[src/rtl/metaball_field_if.sv]
// Pixel-side bundle between the vga timing block, the metaball field and the RGB pins.
// The master drives scan position and sync; the slave returns the shaded pixel.
interface metaball_field_if #(
  parameter int LEVEL_BITS = 3
);
  logic [9:0]            x;
  logic [9:0]            y;
  logic                  display;
  logic                  v_sync;
  logic                  pix;
  logic [LEVEL_BITS-1:0] level;
  logic                  display_out;

  modport master (
    output x, y, display, v_sync,
    input  pix, level, display_out
  );

  modport slave (
    input  x, y, display, v_sync,
    output pix, level, display_out
  );
endinterface

[src/rtl/metaball_field.sv]
// N bouncing balls whose soft fields are summed per pixel so nearby balls merge.
// Three-stage pipeline: distance, field contribution, sum/threshold.
module metaball_field #(
  parameter int NUM_BALLS     = 2,
  parameter int SCREEN_WIDTH  = 800,
  parameter int SCREEN_HEIGHT = 600,
  parameter int BALL_SPEED    = 5,
  parameter int RADIUS_SQ     = 625,
  parameter int THRESHOLD     = 400,
  parameter int LEVEL_BITS    = 3,
  parameter int LEVEL_SHIFT   = 6,
  parameter logic [10*NUM_BALLS-1:0] BALL_X_INIT = {10'd500, 10'd150},
  parameter logic [10*NUM_BALLS-1:0] BALL_Y_INIT = {10'd300, 10'd100}
) (
  input logic             clk_100mhz,
  input logic             reset_n,
  metaball_field_if.slave vga
);
  localparam int MAX_LVL = (1 << LEVEL_BITS) - 1;

  logic [9:0]  bx    [NUM_BALLS];
  logic [9:0]  by    [NUM_BALLS];
  logic        neg_x [NUM_BALLS];
  logic        neg_y [NUM_BALLS];
  logic [10:0] nx    [NUM_BALLS];
  logic [10:0] ny    [NUM_BALLS];
  logic        v_sync_q;
  logic        tick;

  logic [7:0]  dx_q [NUM_BALLS];
  logic [7:0]  dy_q [NUM_BALLS];
  logic [15:0] c_q  [NUM_BALLS];
  logic        disp_q1;
  logic        disp_q2;
  logic [17:0] sum;
  logic [17:0] sum_sh;
  logic [LEVEL_BITS-1:0] lvl;

  logic                  pix_q;
  logic [LEVEL_BITS-1:0] level_q;
  logic                  disp_q3;

  // {flip, next_pos}: clamp at the edge and flip, never wrap
  function automatic logic [10:0] step(
    input logic [9:0] pos,
    input logic       neg,
    input int         lim
  );
    int p;
    p = int'(pos);
    if (!neg) begin
      if (p + BALL_SPEED > lim - 1) step = {1'b1, 10'(lim - 1)};
      else step = {1'b0, 10'(p + BALL_SPEED)};
    end else begin
      if (p < BALL_SPEED) step = {1'b1, 10'd0};
      else step = {1'b0, 10'(p - BALL_SPEED)};
    end
  endfunction

  function automatic logic [7:0] dist8(
    input logic [9:0] a,
    input logic [9:0] b
  );
    logic [9:0] d;
    d = (a >= b) ? a - b : b - a;
    dist8 = (d > 10'd255) ? 8'hff : d[7:0];
  endfunction

  function automatic logic [15:0] field(
    input logic [7:0] dx,
    input logic [7:0] dy
  );
    logic [15:0] ax;
    logic [15:0] ay;
    int          d2;
    ax = {8'd0, dx};
    ay = {8'd0, dy};
    d2 = int'({1'b0, ax * ax} + {1'b0, ay * ay});
    field = (d2 < RADIUS_SQ) ? 16'(RADIUS_SQ - d2) : 16'd0;
  endfunction

  assign tick = v_sync_q & ~vga.v_sync;

  always_comb begin
    for (int k = 0; k < NUM_BALLS; k++) begin
      nx[k] = step(bx[k], neg_x[k], SCREEN_WIDTH);
      ny[k] = step(by[k], neg_y[k], SCREEN_HEIGHT);
    end
  end

  always_ff @(posedge clk_100mhz or negedge reset_n) begin
    if (!reset_n) begin
      v_sync_q <= 1'b1;
      for (int k = 0; k < NUM_BALLS; k++) begin
        bx[k]    <= BALL_X_INIT[10*k +: 10];
        by[k]    <= BALL_Y_INIT[10*k +: 10];
        neg_x[k] <= 1'(k % 2);
        neg_y[k] <= 1'(k % 2);
      end
    end else begin
      v_sync_q <= vga.v_sync;
      if (tick) begin
        for (int k = 0; k < NUM_BALLS; k++) begin
          bx[k]    <= nx[k][9:0];
          by[k]    <= ny[k][9:0];
          neg_x[k] <= neg_x[k] ^ nx[k][10];
          neg_y[k] <= neg_y[k] ^ ny[k][10];
        end
      end
    end
  end

  always_comb begin
    sum = '0;
    for (int k = 0; k < NUM_BALLS; k++) sum = sum + 18'(c_q[k]);
    sum_sh = sum >> LEVEL_SHIFT;
    lvl = (sum_sh > 18'(MAX_LVL)) ? LEVEL_BITS'(MAX_LVL)
                                  : sum_sh[LEVEL_BITS-1:0];
  end

  always_ff @(posedge clk_100mhz or negedge reset_n) begin
    if (!reset_n) begin
      for (int k = 0; k < NUM_BALLS; k++) begin
        dx_q[k] <= '0;
        dy_q[k] <= '0;
        c_q[k]  <= '0;
      end
      disp_q1 <= 1'b0;
      disp_q2 <= 1'b0;
      disp_q3 <= 1'b0;
      pix_q   <= 1'b0;
      level_q <= '0;
    end else begin
      for (int k = 0; k < NUM_BALLS; k++) begin
        dx_q[k] <= dist8(vga.x, bx[k]);
        dy_q[k] <= dist8(vga.y, by[k]);
        c_q[k]  <= field(dx_q[k], dy_q[k]);
      end
      disp_q1 <= vga.display;
      disp_q2 <= disp_q1;
      disp_q3 <= disp_q2;
      pix_q   <= disp_q2 && (sum >= 18'(THRESHOLD));
      level_q <= disp_q2 ? lvl : '0;
    end
  end

  assign vga.pix         = pix_q;
  assign vga.level       = level_q;
  assign vga.display_out = disp_q3;
endmodule
[src/flat_wrapper.sv]
// flat-port wrapper written by rule: the top's interface ports become plain ports
module metaball_field_flat 
#(
  parameter int NUM_BALLS     = 2,
  parameter int SCREEN_WIDTH  = 800,
  parameter int SCREEN_HEIGHT = 600,
  parameter int BALL_SPEED    = 5,
  parameter int RADIUS_SQ     = 625,
  parameter int THRESHOLD     = 400,
  parameter int LEVEL_BITS    = 3,
  parameter int LEVEL_SHIFT   = 6,
  parameter logic [10*NUM_BALLS-1:0] BALL_X_INIT = {10'd500, 10'd150},
  parameter logic [10*NUM_BALLS-1:0] BALL_Y_INIT = {10'd300, 10'd100}
)
  (clk_100mhz, reset_n, vga_x, vga_y, vga_display, vga_v_sync, vga_pix, vga_level, vga_display_out);
  metaball_field_if #(.LEVEL_BITS(LEVEL_BITS)) vga_i ();
  input logic clk_100mhz;
  input logic reset_n;
  input wire logic [$bits(vga_i.x)-1:0] vga_x;
  input wire logic [$bits(vga_i.y)-1:0] vga_y;
  input wire logic [$bits(vga_i.display)-1:0] vga_display;
  input wire logic [$bits(vga_i.v_sync)-1:0] vga_v_sync;
  output wire logic [$bits(vga_i.pix)-1:0] vga_pix;
  output wire logic [$bits(vga_i.level)-1:0] vga_level;
  output wire logic [$bits(vga_i.display_out)-1:0] vga_display_out;
  assign vga_i.x = vga_x;
  assign vga_i.y = vga_y;
  assign vga_i.display = vga_display;
  assign vga_i.v_sync = vga_v_sync;
  assign vga_pix = vga_i.pix;
  assign vga_level = vga_i.level;
  assign vga_display_out = vga_i.display_out;
  metaball_field #(.NUM_BALLS(NUM_BALLS), .SCREEN_WIDTH(SCREEN_WIDTH), .SCREEN_HEIGHT(SCREEN_HEIGHT), .BALL_SPEED(BALL_SPEED), .RADIUS_SQ(RADIUS_SQ), .THRESHOLD(THRESHOLD), .LEVEL_BITS(LEVEL_BITS), .LEVEL_SHIFT(LEVEL_SHIFT), .BALL_X_INIT(BALL_X_INIT), .BALL_Y_INIT(BALL_Y_INIT)) u_core (.clk_100mhz(clk_100mhz), .reset_n(reset_n), .vga(vga_i));
endmodule
[config.mk]
export PLATFORM = sky130hd
export DESIGN_NAME = metaball_field_flat
export DESIGN_NICKNAME = d
export VERILOG_FILES = /design/src/rtl/metaball_field_if.sv /design/src/rtl/metaball_field.sv /design/src/flat_wrapper.sv
export SDC_FILE = /design/constraint.sdc
export NUM_CORES = 1
export LEC_CHECK = 0
export CAP_MARGIN = 5
export CORE_MARGIN = 2
export CORE_UTILIZATION = 65
export CTS_BUF_LIST = sky130_fd_sc_hd__clkbuf_2
export DETAILED_ROUTE_END_ITERATION = 12
export GPL_TIMING_DRIVEN = 0
export PLACE_DENSITY = 0.82
export REMOVE_ABC_BUFFERS = 1
export SYNTH_ARGS = -nofsm -noshare
export SYNTH_HDL_FRONTEND = slang
export SYNTH_SLANG_ARGS = --single-unit
[constraint.sdc]
create_clock -name clk_100mhz -period 15.91 [get_ports clk_100mhz]
set_input_delay 1.591 -clock clk_100mhz [delete_from_list [all_inputs] [get_ports clk_100mhz]]
set_output_delay 1.591 -clock clk_100mhz [all_outputs]
set_load 0.02 [all_outputs]
# Word level (Yosys, flattened, before mapping)

Index checks and enable logic that the tools add are counted.

Add/subtract/negate cells: 21
Multipliers: 4
$lt $le $gt $ge: 20
Muxes and demuxes: 24
Bitwise gates (word level): 6
Reductions and logical operators: 1

Operator list:

| kind                                                         | number |
|---|---|
| 2-to-1 mux 11 bit                                            | 12 |
| > comparator 32 x 11 -> 1 bit, second input constant         | 4 |
| subtractor 10 bit                                            | 8 |
| multiplier 8 x 8 -> 16 bit                                   | 4 |
| adder 16 x 16 -> 17 bit                                      | 3 |
| adder 10 x 3 -> 11 bit, second input constant                | 4 |
| >= comparator 10 bit                                         | 4 |
| > comparator 10 x 8 -> 1 bit, second input constant          | 4 |
| less-than comparator 10 x 3 -> 1 bit, second input constant  | 4 |
| 2-to-1 mux 10 bit                                            | 4 |
| subtractor 10 x 3 -> 10 bit, second input constant           | 4 |
| less-than comparator 17 x 10 -> 1 bit, second input constant | 2 |
| 2-to-1 mux 16 bit                                            | 2 |
| 2-to-1 mux 8 bit                                             | 4 |
| subtractor 11 x 16 -> 16 bit, first input constant           | 2 |
| >= comparator 18 x 9 -> 1 bit, second input constant         | 1 |
| > comparator 12 x 3 -> 1 bit, second input constant          | 1 |
| 2-to-1 mux 3 bit                                             | 2 |
| XOR 1 bit                                                    | 4 |
| AND 1 bit                                                    | 1 |
| logical AND 1 bit                                            | 1 |
| inverter 1 bit                                               | 1 |

Register bits: 116
Input port bits: 24
Output and inout port bits: 5

# Depth between registers and ports, before layout

Gate-level depths: netlist of run 1.

Word-level depth: 5
Gate-level depth with buffers: 23
Gate-level depth less buffers: 22

# Worst setup path before layout of run 1

No wires, ideal clock.

Path kind: register to register
From: register u_core.dy_q[2] (netlist bit)
To: register u_core.c_q[4] (netlist bit)
Arrival: 6.069 ns
Required time: 15.823 ns
Setup slack: 9.755 ns
Stages on the path, launching flop included: 22
Buffers on the path: 3
Period minus slack after synthesis: 6.155 ns
Cell sequence: dfrtp_1 -> clkbuf_1 -> nand2_1 -> fa_1 -> inv_1 -> fa_1 -> fa_1 -> fa_1 -> fa_1 -> inv_1 -> fa_1 -> inv_1 -> ha_1 -> buf_2 -> a21o_1 -> a21o_1 -> a21oi_1 -> o2111ai_1 -> or4_1 -> or4_4 -> buf_6 -> nor3_1

Cells in the longest elaborated chain, start to end: 4
Elaborated cells on any way between the ends: 5
Those cells by class: 2 x add/sub; 1 x mul; 1 x order compare; 1 x mux

Ends and longest elaborated chain:

| element                                                                               | line                  | RTL |
|---|---|---|
| start: declaration                                                                    | metaball_field.sv:31  | `logic [7:0] dy_q [NUM_BALLS];` |
| start signal: indexed assignment                                                      | metaball_field.sv:136 | `dy_q[k] <= dist8(vga.y, by[k]);` |
| multiplier 8 x 8 -> 16 bit *                                                          | metaball_field.sv:78  | `d2 = int'({1'b0, ax * ax} + {1'b0, ay * ay});` |
| adder 16 x 16 -> 17 bit *                                                             | metaball_field.sv:78  |  |
| subtractor 11 x 16 -> 16 bit or less-than comparator 17 x 10 -> 1 bit (tied branches) | metaball_field.sv:79  | `field = (d2 < RADIUS_SQ) ? 16'(RADIUS_SQ - d2) : 16'd0;` |
| 2-to-1 mux 16 bit *                                                                   | metaball_field.sv:79  |  |
| end signal: indexed assignment                                                        | metaball_field.sv:137 | `c_q[k] <= field(dx_q[k], dy_q[k]);` |
| end: declaration                                                                      | metaball_field.sv:32  | `logic [15:0] c_q [NUM_BALLS];` |

Mark *: on every way between the ends. The rest lies on a longest branch, timed or not.
A chain may end at the register's enable or synchronous reset.

# Final worst setup path of run 1

From: register u_core.dx_q[14] (netlist bit)
To: register u_core.c_q[25] (netlist bit)

Cells in the longest elaborated chain, start to end: 4
Elaborated cells on any way between the ends: 5
Those cells by class: 2 x add/sub; 1 x mul; 1 x order compare; 1 x mux

Ends and longest elaborated chain:

| element                                                                               | line                  | RTL |
|---|---|---|
| start: declaration                                                                    | metaball_field.sv:30  | `logic [7:0] dx_q [NUM_BALLS];` |
| start signal: indexed assignment                                                      | metaball_field.sv:135 | `dx_q[k] <= dist8(vga.x, bx[k]);` |
| multiplier 8 x 8 -> 16 bit *                                                          | metaball_field.sv:78  |  |
| adder 16 x 16 -> 17 bit *                                                             | metaball_field.sv:78  |  |
| subtractor 11 x 16 -> 16 bit or less-than comparator 17 x 10 -> 1 bit (tied branches) | metaball_field.sv:79  |  |
| 2-to-1 mux 16 bit *                                                                   | metaball_field.sv:79  |  |

Marks and branches as above.

==> flow_summary_export.csv, run 1 <==
group,metric,value,unit
status,outcome,"completed",
logic_synthesis,async_flop_share,1.00,
floorplan,die_w,168,um
clock_tree,cts_hold_buf,0,
global_routing,antenna_found_initial,1,
floorplan,std_cell_rows,59,
place,place_congestion,0.962,
logic_synthesis,syn-instance-count,2057,
worst_setup_path,path_max_fanout,13,
worst_setup_path,end_kind,"register",
detailed_routing,drt_wl_total,38500,um
worst_setup_path,cp.arrival,7570,ps
finish,final_cell_mix,"inv_1, ha_1, fa_1",
floorplan,io_pins,29,
clock_tree,cts.path.max_buffers,2,
logic_synthesis,yosys_warnings,0,
sta,slew_headroom,0.255,
logic_synthesis,syn-cell-area,0.0174,mm^2
worst_hold_path,min_path_type,"register to register",
place,dp_hpwl,31000,um
logic_synthesis,yosysSeqAreaShare,0.168,
detailed_routing,post-route-drc-count,0,
clock_tree,ctsResizeCount,0,
detailed_routing,wl_per_cell,16.1,um
finish,fin_area,0.0181,mm^2
clock_tree,insertion_delay,740,ps
sta,tns,0,ps
sta,clock_skew,72.4,ps
floorplan,coreArea,0.0262,mm^2
clock_tree,cts_max_level,4,
clock_tree,numCtsBuffers,17,
logic_synthesis,ys_seq_elements,116,
clock_tree,cts_tree,"done",
clock_tree,cts_root_buf,"clkbuf_2",
floorplan,initial_core_util,0.664,
worst_setup_path,worst_ep_required_time,16520,ps
sta,max_freq,144,MHz
finish,fillers,2064,
sta,drv_slew,0,
detailed_routing,first_pass_iters,5,
logic_synthesis,synth.avg_cell_area,8.46,um^2
logic_synthesis,synth-main-ff-cell,"dfrtp_1",
sta,post-route-min-period,6960,ps
floorplan,dieHeight,168,um
finish,area_growth,4.10,%
global_routing,first_global_vias,14200,
detailed_routing,vias,14400,
clock_tree,clk_pin_slew,190,ps
sta,period_share,0.437,
place,dpl-instance-area,0.0179,mm^2
finish,drive_gt1_frac,0.0424,
floorplan,die_area,0.0281,mm^2
global_routing,grt_usage,0.283,
global_routing,gr-total-overflow,0,
sta,setup_viol_count_final,0,
sta,hold_viol,0,
logic_synthesis,ys_types,78,
logic_synthesis,synth_edf_count,0,
detailed_routing,ant_nets,0,
worst_setup_path,critPathKind,"register to register",
global_routing,grt_pass1_wl,66200,um
global_routing,grt_start_max_net_pins,65,
place,port_buffers,28,
finish,layout_commonest_cell,"inv_1",
finish,final_nets,2440,
detailed_routing,drtIter0Drc,986,
clock_tree,cts_sinks,116,
sta,tightest_slew,1110,ps
clock_tree,postCtsSetupBuffers,0,
detailed_routing,drt-vias-per-instance,6.04,
job,maxCapViolCount,0,
sta,rsz0062_at_grt,"no",
worst_setup_path,start_kind,"register",
## cell families (layout without fill, tap and decap cells)
| logic type | after synthesis | in the layout | share of synthesized area |
|---|---|---|---|
| compound gates | 485 | 485 | 0.180 |
| xor+xnor | 75 | 75 | 0.0377 |
| fa+ha+maj | 376 | 376 | 0.340 |
| buf+inv | 375 | 366 | 0.0827 |
| flops | 116 | 116 | 0.168 |
| mux | 29 | 29 | 0.0169 |
| other cells | 1 | 7 | 0.000215 |
| simple gates | 600 | 600 | 0.175 |
## per-layer routing
metal,global-route usage,wire (um),vias to the layer above
li1,-,-,6980
met5,0,0,-
met2,0.486,18600,457
met1,0.384,17200,6911
met3,0.0288,1860,71
met4,0.0756,789,0
## critical path, stage by stage (launching register included)
cell,delay (ps)
dfrtp_1,600
nand2_1,210
fa_1,550
fa_1,540
inv_1,60
fa_1,520
fa_1,450
fa_1,550
inv_1,50
fa_1,520
inv_1,40
ha_1,360
a21o_1,180
a21oi_1,240
a21boi_0,150
o21a_1,210
or3_1,300
a2111oi_0,440
o2111ai_1,610
nor2_1,310
## sequential cells by signal, summed over array words and instances, names as in the netlist
| register | count |
|---|---|
| u_core.vga.pix | 1 |
| u_core.bx | 20 |
| u_core.disp_q2 | 1 |
| u_core.by | 20 |
| u_core.vga.level | 3 |
| u_core.vga.display_out | 1 |
| u_core.c_q | 32 |
| u_core.neg_x | 2 |
| u_core.v_sync_q | 1 |
| u_core.neg_y | 2 |
| u_core.dx_q | 16 |
| u_core.dy_q | 16 |
| u_core.disp_q1 | 1 |
## synth_stat cells, types with 9 or more instances
cell / number / area, um^2
xnor2_1: 40 / 350
a31oi_1: 23 / 144
nand2_1: 156 / 586
nor4_1: 13 / 81.3
fa_1: 161 / 3220
nor3_1: 63 / 315
a21oi_1: 138 / 691
or2_2: 12 / 75.1
or3_1: 14 / 87.6
clkbuf_1: 63 / 236
nand3_1: 29 / 145
nand4_1: 20 / 125
o21bai_1: 10 / 75.1
o21ai_0: 113 / 566
dfrtp_1: 96 / 2400
xor2_1: 35 / 307
and2_1: 87 / 544
ha_1: 215 / 2690
nor2_1: 106 / 398
a2111oi_0: 9 / 78.8
nand2b_1: 30 / 188
and3_1: 13 / 81.3
mux2i_1: 26 / 260
a211oi_1: 11 / 82.6
o22ai_1: 12 / 75.1
o31ai_1: 14 / 105
nor2b_1: 33 / 206
o21a_1: 19 / 143
dfstp_2: 20 / 526
inv_1: 303 / 1140
a21o_1: 28 / 210
## path summary, 6_finish.rpt
kind                                 startpoint              end  slack [ps]  cells after the start
worst max-delay path            u_core.dx_q[14]   u_core.c_q[25]        8950                     19
worst min register to register   u_core.disp_q1   u_core.disp_q2         390                      0
worst max register to register  u_core.dx_q[14]   u_core.c_q[25]        8950                     19
min in group asynchronous               reset_n  u_core.dx_q[12]         830                      1
worst min-delay path             u_core.disp_q1   u_core.disp_q2         390                      0
max in group asynchronous               reset_n    u_core.by[12]       14330                      2
## per-stage QoR
stage	hold WS, ps	util	setup WS [ps]	cells
final	385	0.691	8950	2389
after global routing	407	0.691	8610	2389
after CTS	391	0.691	9040	2388
after detailed placement	341	0.683	9060	2356
after global placement	346	0.680	8270	2353
after floorplan	331	-	9300	1990
## cell type report
cell class | instances | area [um^2] | area share
Sequential cell | 116 | 2930 | 0.162
Timing Repair Buffer | 31 | 324 | 0.0179
Tap cell | 335 | 419 | 0.0231
Antenna cell | 1 | 2.50 | 0.000138
Clock buffer | 17 | 85.1 | 0.00470
Clock inverter | 15 | 133 | 0.00732
Inverter | 303 | 1140 | 0.0628
Multi-Input combinational cell | 1571 | 13100 | 0.722
Power of run 1 is not shown: default switching activity piles up to over one toggle a cycle in this logic, so the estimate is an artifact.
==> run 2: changes to the inputs <==
==> constraint.sdc (replaced) <==
create_clock -name clk_100mhz -period 6.5 [get_ports clk_100mhz]
set_input_delay 0.65 -clock clk_100mhz [delete_from_list [all_inputs] [get_ports clk_100mhz]]
set_output_delay 0.65 -clock clk_100mhz [all_outputs]
set_load 0.02 [all_outputs]
==> flow_summary_export.csv, run 2 (synthesized netlist as in run 1, its figures left out) <==
group,metric,value,unit
global_routing,grt_start_max_net_pins,65,
sta,hold_viol,0,
floorplan,die_w,168,um
status,outcome,"completed",
worst_hold_path,min_path_type,"primary input to register",
finish,layout_commonest_cell,"inv_1",
detailed_routing,drt_wl_total,39700,um
detailed_routing,first_pass_iters,5,
clock_tree,numCtsBuffers,17,
sta,hold-worst-slack,369,ps
global_routing,grt_use_met1,0.387,
place,port_buffers,28,
sta,worst_slack,136,ps
finish,final_cell_mix,"inv_1, ha_1, fa_1",
sta,period_share,0.979,
detailed_routing,wl_per_cell,16.4,um
place,place_congestion,0.962,
detailed_routing,drt-vias-per-instance,6.05,
global_routing,grt_util_met3,0.0300,
worst_setup_path,start_kind,"register",
floorplan,initial_core_util,0.664,
global_routing,grt_most_used_layer,"met2",
finish,reg_top3,"u_core.c_q x32, u_core.bx x20, u_core.by x20",
global_routing,grt_util_met2,0.492,
sta,post-route-min-period,6360,ps
global_routing,antenna_found_initial,1,
clock_tree,cts_root_buf,"clkbuf_2",
clock_tree,cts_max_level,4,
finish,drive_gt1_frac,0.0735,
worst_setup_path,cp_cell_sequence,"and2_1, fa_1, inv_1, fa_1, fa_1, inv_1, fa_1, fa_1, inv_1, fa_1, inv_1, ha_2, o21a_1, a21oi_1, o22ai_1, o2111ai_1, or4_4, or4_4, a2111oi_2",
sta,setup_viol_count_final,0,
floorplan,dieHeight,168,um
place,dp_hpwl,31000,um
worst_setup_path,slowest_stage,"or4_4",
finish,largest_reg_flops,32,
worst_setup_path,path_max_fanout,7,
global_routing,grt_usage,0.286,
detailed_routing,ant_nets,0,
sta,tightest_slew,1160,ps
clock_tree,cts_sinks,116,
finish,area_growth,6.15,%
worst_setup_path,end_kind,"register",
floorplan,coreArea,0.0262,mm^2
worst_setup_path,critPathKind,"register to register",
detailed_routing,vias,14600,
global_routing,first_global_vias,14300,
sta,drv_slew,0,
worst_setup_path,worst_ep_required_time,7090,ps
detailed_routing,drtIter0Drc,1267,
sta,clock_skew,69.5,ps
finish,top_register,"u_core.c_q",
floorplan,io_pins,29,
global_routing,gr-total-overflow,0,
place,post-place-ws,-345,ps
detailed_routing,post-route-drc-count,0,
sta,slew_headroom,0.216,
clock_tree,clk_pin_slew,220,ps
sta,tns,0,ps
finish,final_util,0.705,
floorplan,die_area,0.0281,mm^2
finish,final_nets,2470,
worst_setup_path,critPathMostFrequentCell,"fa_1",
clock_tree,insertion_delay,740,ps
worst_setup_path,slowest_delay,550,ps
floorplan,std_cell_rows,59,
sta,rsz0062_at_grt,"yes",
worst_setup_path,cp.arrival,6950,ps
job,maxCapViolCount,0,
sta,max_freq,157,MHz
global_routing,grt_pass1_wl,66800,um
clock_tree,cts.path.max_buffers,2,
clock_tree,cts_tree,"done",
run 2: routing by layer:
metal / vias to the layer above / part of all wire
met5: - / 0
met4: 0 / 0.021
met3: 77 / 0.051
met2: 467 / 0.49
met1: 7032 / 0.44
li1: 7054 / -
run 2: path summary, 6_finish.rpt:
check                      slack (ps)  cells after the start              to      startpoint
setup / recovery                  140                     19  u_core.c_q[10]  u_core.dx_q[3]
hold / removal                    370                      1  u_core.disp_q1     vga_display
setup reg to reg                  140                     19  u_core.c_q[10]  u_core.dx_q[3]
hold reg to reg                   390                      0  u_core.disp_q2  u_core.disp_q1
max in group asynchronous        5300                      3   u_core.by[12]         reset_n
min in group asynchronous         460                      2   u_core.c_q[9]         reset_n
run 2: worst max-delay path, delay by kind of cell, from the launching register on:
kind	cells	cell delay, ps
buf+inv	4	220
compound gates	5	830
simple gates	3	1280
fa+ha+maj	7	3420
flops	1	470
run 2: timing repair:
| item | 4_1_cts | 5_1_grt |
|---|---|---|
| setup buffers | 7 | 21 |
| gates resized for setup | 27 | 17 |
| endpoints found under the setup margin | 25 | 26 |
| gates cloned | 0 | 1 |
| endpoints found under the hold margin | 63 | 0 |
| hold buffers | 1 | 0 |
| pin swaps | 2 | 4 |
run 2: final cells by class:
| cell class | count | area [um^2] |
|---|---|---|
| antenna | 1 | 2.50 |
| sequential | 116 | 2950 |
| clock buffer | 17 | 85.1 |
| fill | 1986 | 7730 |
| inverter | 303 | 1140 |
| timing repair buffer | 60 | 544 |
| multi-input combinational | 1572 | 13200 |
| tap | 335 | 419 |
| clock inverter | 15 | 133 |
run 2: through the flow:
step,cells,cell area (um^2)
after global routing,2419,18500
after global placement,2353,17800
after CTS,2396,18200
after detailed placement,2356,17900
after floorplan,1990,17100
final,2419,18500
Power of run 2 is left out for the same reason.
